**src/rtl/cdc_handshake_rx_if.sv**
```systemverilog
// Signal bundle for the destination side of a toggle req/ack clock-domain crossing.
// The slave modport is the receiving endpoint. The master modport is its environment.
interface cdc_handshake_rx_if #(
  parameter int unsigned WIDTH = 16
);
  logic             req_toggle_async;
  logic [WIDTH-1:0] data_async;
  logic             ack_toggle;
  logic [WIDTH-1:0] rx_data;
  logic             rx_valid;
  logic             rx_ready;
  logic             busy;
  logic             protocol_err;

  modport slave (
    input  req_toggle_async, data_async, rx_ready,
    output ack_toggle, rx_data, rx_valid, busy, protocol_err
  );

  modport master (
    output req_toggle_async, data_async, rx_ready,
    input  ack_toggle, rx_data, rx_valid, busy, protocol_err
  );
endinterface

```
**src/rtl/cdc_handshake_rx.sv**
```systemverilog
// Destination endpoint of a toggle-based req/ack CDC: it synchronises the request,
// captures the source-held word, offers it on valid/ready, and then toggles ack back.
module cdc_handshake_rx #(
  parameter int unsigned WIDTH       = 16,
  parameter int unsigned SYNC_STAGES = 2
) (
  input logic                 clk,
  input logic                 reset_n,
  cdc_handshake_rx_if.slave   bus
);

  typedef enum logic {IDLE, HOLD} state_t;

  state_t                 state_q, state_d;
  logic [SYNC_STAGES-1:0] sync_q, sync_d;
  logic                   req_seen_q, req_seen_d;
  logic                   ack_q, ack_d;
  logic                   valid_q, valid_d;
  logic [WIDTH-1:0]       data_q, data_d;
  logic                   err_q, err_d;
  logic                   req_sync;

  assign req_sync = sync_q[SYNC_STAGES-1];

  always_comb begin
    sync_d     = {sync_q[SYNC_STAGES-2:0], bus.req_toggle_async};
    state_d    = state_q;
    req_seen_d = req_seen_q;
    ack_d      = ack_q;
    valid_d    = valid_q;
    data_d     = data_q;
    err_d      = err_q;
    case (state_q)
      IDLE: begin
        // data_async is sampled unsynchronised. The source keeps it stable until ack returns.
        if (req_sync != req_seen_q) begin
          data_d     = bus.data_async;
          req_seen_d = req_sync;
          valid_d    = 1'b1;
          state_d    = HOLD;
        end
      end
      HOLD: begin
        // req_seen is left untouched here, so an early toggle is taken as a new request in IDLE.
        if (req_sync != req_seen_q) err_d = 1'b1;
        if (bus.rx_ready) begin
          valid_d = 1'b0;
          ack_d   = ~ack_q;
          state_d = IDLE;
        end
      end
      default: state_d = IDLE;
    endcase
  end

  always_ff @(posedge clk or negedge reset_n) begin
    if (!reset_n) begin
      state_q    <= IDLE;
      sync_q     <= '0;
      req_seen_q <= 1'b0;
      ack_q      <= 1'b0;
      valid_q    <= 1'b0;
      data_q     <= '0;
      err_q      <= 1'b0;
    end else begin
      state_q    <= state_d;
      sync_q     <= sync_d;
      req_seen_q <= req_seen_d;
      ack_q      <= ack_d;
      valid_q    <= valid_d;
      data_q     <= data_d;
      err_q      <= err_d;
    end
  end

  assign bus.ack_toggle   = ack_q;
  assign bus.rx_data      = data_q;
  assign bus.rx_valid     = valid_q;
  assign bus.busy         = (state_q == HOLD);
  assign bus.protocol_err = err_q;

endmodule
```
**src/flat_wrapper.sv**
```systemverilog
// flat-port wrapper written by rule: the top's interface ports become plain ports
module cdc_handshake_rx_flat 
#(
  parameter int unsigned WIDTH       = 16,
  parameter int unsigned SYNC_STAGES = 2
)
  (clk, reset_n, bus_req_toggle_async, bus_data_async, bus_rx_ready, bus_ack_toggle, bus_rx_data, bus_rx_valid, bus_busy, bus_protocol_err);
  cdc_handshake_rx_if #(.WIDTH(WIDTH)) bus_i ();
  input logic clk;
  input logic reset_n;
  input wire logic [$bits(bus_i.req_toggle_async)-1:0] bus_req_toggle_async;
  input wire logic [$bits(bus_i.data_async)-1:0] bus_data_async;
  input wire logic [$bits(bus_i.rx_ready)-1:0] bus_rx_ready;
  output wire logic [$bits(bus_i.ack_toggle)-1:0] bus_ack_toggle;
  output wire logic [$bits(bus_i.rx_data)-1:0] bus_rx_data;
  output wire logic [$bits(bus_i.rx_valid)-1:0] bus_rx_valid;
  output wire logic [$bits(bus_i.busy)-1:0] bus_busy;
  output wire logic [$bits(bus_i.protocol_err)-1:0] bus_protocol_err;
  assign bus_i.req_toggle_async = bus_req_toggle_async;
  assign bus_i.data_async = bus_data_async;
  assign bus_i.rx_ready = bus_rx_ready;
  assign bus_ack_toggle = bus_i.ack_toggle;
  assign bus_rx_data = bus_i.rx_data;
  assign bus_rx_valid = bus_i.rx_valid;
  assign bus_busy = bus_i.busy;
  assign bus_protocol_err = bus_i.protocol_err;
  cdc_handshake_rx #(.WIDTH(WIDTH), .SYNC_STAGES(SYNC_STAGES)) u_core (.clk(clk), .reset_n(reset_n), .bus(bus_i));
endmodule
```
**config.mk**
```make
export PLATFORM = sky130hd
export DESIGN_NAME = cdc_handshake_rx_flat
export DESIGN_NICKNAME = d
export VERILOG_FILES = /design/src/rtl/cdc_handshake_rx_if.sv /design/src/rtl/cdc_handshake_rx.sv /design/src/flat_wrapper.sv
export SDC_FILE = /design/constraint.sdc
export NUM_CORES = 1
export LEC_CHECK = 0
export ABC_AREA = 1
export BUFFER_PORTS_ARGS = -buffer_cell sky130_fd_sc_hd__buf_4
export CORE_MARGIN = 2
export CORE_UTILIZATION = 49
export CTS_CLUSTER_DIAMETER = 50
export CTS_CLUSTER_SIZE = 40
export DETAILED_ROUTE_END_ITERATION = 16
export HOLD_SLACK_MARGIN = 0.05
export PLACE_DENSITY = 0.82
export SLEW_MARGIN = 20
export SYNTH_ARGS = -nofsm -noshare
export SYNTH_HDL_FRONTEND = slang
export SYNTH_SLANG_ARGS = --single-unit
```
**constraint.sdc**
```tcl
create_clock -name clk -period 1.9 [get_ports clk]
set_clock_uncertainty 0.2 [all_clocks]
set_input_delay 0.285 -clock clk [delete_from_list [all_inputs] [get_ports clk]]
set_output_delay 0.285 -clock clk [all_outputs]
set_load 0.01 [all_outputs]
```
==> results of run 1 <==
[cell families after synthesis]
logic type	share of synthesized area (%)
AND/OR/NAND/NOR	28.55
flip-flops	61.66
buffers and inverters	5.227
AO/OA/AOI/OAI	3.620
XOR/XNOR	0.9385
[worst register-to-register path, delay by kind of cell (launching register included)]
| family | cells | cell delay (ns) |
|---|---|---|
| AND/OR/NAND/NOR | 4 | 0.75 |
| flip-flops | 1 | 0.44 |
[cells in the mapped netlist]
cell type  number
buf_8           1
nand3_4         1
a21oi_4         1
inv_2           2
xnor2_1         1
nand4_1        16
inv_1           3
nand2_4         1
nand2_1        35
dfrtp_1        23
o21bai_1        1
buf_2           3
nand2_2         1
o21ai_0         2
[layout make-up]
cell class                      instances  area, um^2  area share (%)
Sequential cell                        23       575.6           39.83
Timing Repair Buffer                   58       483.0           33.42
Multi-Input combinational cell         59       309.0           21.39
Tap cell                               25       31.28           2.164
Clock buffer                            3       22.52           1.558
Inverter                                5       18.77           1.299
Clock inverter                          1       5.005          0.3463
[path summary, 6_finish.rpt]
| kind | slack [ns] | endpoint | start | depth (start not counted) |
|---|---|---|---|---|
| max | 0.40 | u_core.bus.rx_data[5] | u_core.req_seen_q | 4 |
| min | 0.16 | u_core.sync_q[1] | u_core.sync_q[0] | 0 |
| max reg2reg | 0.40 | u_core.bus.rx_data[5] | u_core.req_seen_q | 4 |
| min reg2reg | 0.16 | u_core.sync_q[1] | u_core.sync_q[0] | 0 |
| max in group asynchronous | 1.09 | u_core.bus.rx_data[10] | reset_n | 2 |
| min in group asynchronous | 0.18 | u_core.req_seen_q | reset_n | 2 |
[through the flow]
stage	hold WS, ns	total power, W	area [um^2]
after detailed placement	-0.01156	0.001791	1227
after global placement	-0.01382	0.001761	1227
after CTS	0.1674	0.002038	1445
final	0.1640	0.002038	1445
after global routing	0.1841	0.002196	1445
after floorplan	-0.2106	0.001395	933.4
[state kept, by name (all words and copies together) (netlist names)]
register                 cells
u_core.bus.rx_data          16
u_core.sync_q                2
u_core.bus.protocol_err      1
u_core.bus.ack_toggle        1
u_core.req_seen_q            1
u_core.bus.rx_valid          1
u_core.bus.busy              1
[layer usage]
| metal | share of wire, % | track usage (%) | routed length (um) | vias to the layer above |
|---|---|---|---|---|
| met1 | 38 | 23.54 | 858 | 409 |
| met3 | 5.5 | 3.774 | 124 | 6 |
| met4 | 1.5 | 7.568 | 34 | 0 |
| met5 | 0 | 0 | 0 | - |
| met2 | 55 | 40.27 | 1238 | 34 |
| li1 | - | - | - | 417 |
[power breakdown]
part	total [W]	switching [W]	internal, W
registers	0.000841	0.000138	0.000703
clock network	0.000221	0.000142	0.0000785
logic	0.000976	0.000529	0.000447
total	0.00204	0.000809	0.00123
==> results.ini, run 1 <==
[timing]
period_needed_ns=1.501
tightestPinTransition_ns=0.3534
drv_slew=0
slew_headroom_pct=76.36
fmax_ghz=0.6660
tns_ns=0
setup_slack_ns=0.3985
post-route-period-util_pct=79.03
rsz0062_at_grt=false
hold_viol_final=0
setup_viol_count_final=0

[routing]
vias_per_cell=4.977
drc=0
wl_per_cell_um=12.97
drt_iter0_markers=21
vias=866
firstDrtPassIters=5
ant_nets=0
routed_wl_um=2257

[clock_network]
cts.path.max_buffers=2
cts.clk_slew.worst_paths_ns=0.13
cts_inserted_buffers=3
cts_setup_buffers=0
cts-root-buf=clkbuf_4
ctsResizeCount=0
insertion_delay_ns=0.31
cts_max_level=1
cts.sinks=23
ctsHoldBuffers=19
cts_tree=yes

[global_routing]
grt_use_total_pct=21.23
grt_pass1_wl_um=3312
antenna_found_initial=0
grt_max_degree=24
grt_overflow=0
grt_pass1_vias=794

[floorplanning]
dieArea_um2=2270
fp.dieW_um=47.65
rows=15
start_util_pct=52.91
core_area_um2=1764
io_pins=40
die_h_um=47.65

[synthesis]
yosysWarnings=0
ys_seq_area_share_pct=61.66
ys_ff_latch=23
synth_area_um2=933.4
ys_types=14
synth_fp_nets=111
syn_area_per_cell_um2=10.26
synthTopCellsByArea=dfrtp_1 (62%), nand2_1 (14%), nand4_1 (11%), nand3_4 (1.9%), a21oi_4 (1.7%)
netlist_instances=91
synth_top_area_share_pct=61.66
synth_top_area_cell=dfrtp_1

[worst_setup_path]
start_kind=flop
cp.buffers_inverters=0
cp.required_ns=1.90
critical-path-max-stage-delay_ns=0.44
crit_path_end_kind=flop
slowest_stage=dfrtp_1
worstSetupPathType=reg2reg
cp_common_cell=nand2_1
crit_chain=nand2_2 -> nand3_4 -> nand2_1 -> nand2_1
arrival_ns=1.50
worstPathMaxFanout=18
critPathTopFamily=simple AND/OR/NAND/NOR gates

[layout]
area_growth_pct=54.83
num_antenna_cells=0
fin_nets=170
final_common_cell=buf_4
fin_cells=174
drive_gt1_share_pct=32.89
utilization_pct=81.91
filler_cell_count=123
final_cell_mix=buf_4 (39), nand2_1 (35), dfrtp_1 (23)

[power]
power_density_nw_per_um2=1410
vdd_drop_max_mv=0.9908
p_leak_nw=0.7582

[run]
max-cap-violations=0

[placement]
io_buffer_count=39
place_inst=151
gp_congestion=0.7096
hpwl_um=1402
dp_slack_ns=0.4666

[status]
status=finished, final reports clean

[worst_hold_path]
hold_class=reg2reg

(Power assumes the default switching activity.)
==> run 2: changes to the inputs <==
CORE_UTILIZATION = 45   (was 49)
PLACE_DENSITY = 0.76   (was 0.82)
clock period = 1.55 ns   (was 1.9 ns; I/O delays follow)
==> results.ini, run 2 (synthesis gave the netlist of run 1 again) <==
[layout]
final-seq-area_um2=575.6  ; unchanged
largest_reg_flops=16  ; unchanged
drive_gt1_share_pct=33.11  ; was 32.89%
final_cell_mix=buf_4 (41), nand2_1 (35), dfrtp_1 (23)  ; was buf_4 (39), nand2_1 (35), dfrtp_1 (23)
num_antenna_cells=0  ; unchanged
filler_cell_count=157  ; was 123
area_growth_pct=56.57  ; was 54.83%
multi_input_area_um2=309.0  ; unchanged
utilization_pct=74.49  ; was 81.91%
fin_nets=172  ; was 170
final_common_cell=buf_4  ; unchanged

[timing]
tightestPinTransition_ns=0.2835  ; was 0.3534 ns
hold_viol_final=0  ; unchanged
period_needed_ns=1.364  ; was 1.501 ns
slew_headroom_pct=81.10  ; was 76.36%
drv_slew=0  ; unchanged
fmax_ghz=0.7333  ; was 0.6660 GHz
rsz0062_at_grt=false  ; unchanged
setup_viol_count_final=0  ; unchanged
post-route-period-util_pct=87.98  ; was 79.03%
tns_ns=0  ; unchanged

[power]
vdd_drop_max_mv=1.168  ; was 0.9908 mV
power_frac_seq_pct=41.1  ; was 41.3%
power_density_nw_per_um2=1735  ; was 1410 nW/um^2
switching_share_pct=39.39  ; was 39.71%
power_frac_clock_pct=10.6  ; was 10.8%
p_comb_share_pct=48.3  ; was 47.9%
switching_power_w=0.0009989  ; was 0.0008094 W
p_leak_nw=0.7646  ; was 0.7582 nW
p_int_w=0.001537  ; was 0.001229 W

[worst_hold_path]
hold_class=in2async  ; was reg2reg

[floorplanning]
start_util_pct=47.58  ; was 52.91%
rows=16  ; was 15
fp.dieW_um=49.55  ; was 47.65 um
die_h_um=49.55  ; was 47.65 um
io_pins=40  ; unchanged
dieArea_um2=2455  ; was 2270 um^2
core_area_um2=1962  ; was 1764 um^2

[global_routing]
antenna_found_initial=0  ; unchanged
grt_pass1_wl_um=3857  ; was 3312 um
grt_overflow=0  ; unchanged
grt_use_total_pct=20.40  ; was 21.23%
grt_pass1_vias=848  ; was 794
grt_max_degree=24  ; unchanged

[run]
max-cap-violations=0  ; unchanged

[worst_setup_path]
cp_common_cell=nand2_1  ; unchanged
critical_path_cell_count=5  ; was 4
cp-startpoint=u_core.sync_q[1]  ; was u_core.req_seen_q
cp.required_ns=1.55  ; was 1.90 ns
critPathTopFamily=simple AND/OR/NAND/NOR gates  ; unchanged
worstSetupPathType=reg2reg  ; unchanged
crit_path_end_kind=flop  ; unchanged
cp-endpoint=u_core.bus.rx_data[2]  ; was u_core.bus.rx_data[5]
crit_chain=inv_1 -> nand2_4 -> nand3_4 -> nand2_1 -> nand2_1  ; was nand2_2 -> nand3_4 -> nand2_1 -> nand2_1
worst_r2r_path_depth=5  ; was 4
r2r_start=u_core.sync_q[1]  ; was u_core.req_seen_q
cp.buffers_inverters=1  ; was 0
arrival_ns=1.36  ; was 1.50 ns
critical-path-max-stage-delay_ns=0.38  ; was 0.44 ns
worstPathMaxFanout=18  ; unchanged
start_kind=flop  ; unchanged
reg2reg_slack_ns=0.19  ; was 0.40 ns
slowest_stage=dfrtp_1  ; unchanged
r2r-end=u_core.bus.rx_data[2]  ; was u_core.bus.rx_data[5]

[clock_network]
cts-root-buf=clkbuf_4  ; unchanged
cts_setup_buffers=0  ; unchanged
cts_max_level=1  ; unchanged
cts_inserted_buffers=3  ; unchanged
cts.sinks=23  ; unchanged
ctsResizeCount=0  ; unchanged
cts.clk_slew.worst_paths_ns=0.12  ; was 0.13 ns
cts_tree=yes  ; unchanged
insertion_delay_ns=0.30  ; was 0.31 ns
cts.path.max_buffers=2  ; unchanged
ctsHoldBuffers=19  ; unchanged

[routing]
ant_nets=0  ; unchanged
vias_per_cell=5.056  ; was 4.977
routed_wl_um=2297  ; was 2257 um
drc=0  ; unchanged
drt_iter0_markers=13  ; was 21
firstDrtPassIters=4  ; was 5
vias=900  ; was 866
wl_per_cell_um=12.90  ; was 12.97 um

[status]
status=finished, final reports clean  ; unchanged

[placement]
hpwl_um=1452  ; was 1402 um
io_buffer_count=39  ; unchanged
gp_congestion=0.7557  ; was 0.7096

## run 2: cell count changes in the layout (fill, tap and decap cells not counted)
cell / before / now
buf_4: 39 / 41
clkbuf_1: 0 / 1
clkinv_2: 1 / 0
## run 2: metal layers
| metal | up-vias | global-route usage [%] | share of wire, % |
|---|---|---|---|
| met5 | - | 0 | 0 |
| met4 | 0 | 6.944 | 2.4 |
| met3 | 6 | 4.242 | 5.9 |
| met2 | 35 | 35.56 | 51 |
| met1 | 436 | 25.00 | 41 |
| li1 | 423 | - | - |
## run 2: area by class of cell
cell class,instances,share of cell area [%]
multi-input combinational,59,21.15
timing repair buffer,60,34.08
clock buffer,4,1.798
tap,27,2.312
inverter,5,1.284
sequential,23,39.38
## run 2: worst min-delay path by stage
stage	startpoint	end	slack (ns)	cells past startpoint
after floorplan	reset_n	u_core.bus.ack_toggle	-0.26	0
after global routing	reset_n	u_core.bus.rx_data[5]	0.14	2
final	reset_n	u_core.bus.rx_data[7]	0.14	2
after global placement	reset_n	u_core.bus.rx_data[8]	-0.07	1
after detailed placement	reset_n	u_core.bus.rx_data[5]	-0.06	1
after CTS	reset_n	u_core.bus.rx_data[12]	0.14	2
## run 2: power groups by stage
stage          combinational (W)  sequential (W)  clock, W
2_1_floorplan           0.000572         0.00114         0
3_3_place_gp             0.00116         0.00103         0
3_5_place_dp             0.00119         0.00105         0
4_1_cts                  0.00123         0.00103  0.000282
5_1_grt                  0.00136         0.00107  0.000304
6_report                 0.00122         0.00104  0.000269
## run 2: per-stage QoR
step	setup slack, ns	total power, W	cells	hold slack [ns]	area [um^2]
finish	0.1864	0.002536	178	0.1357	1461
global route	0.05299	0.002734	178	0.1389	1461
CTS	0.1828	0.002546	178	0.1376	1461
detailed placement	0.2110	0.002235	155	-0.05972	1245
global placement	0.2542	0.002195	155	-0.06593	1245
floorplan	0.2827	0.001710	91	-0.2631	933.4
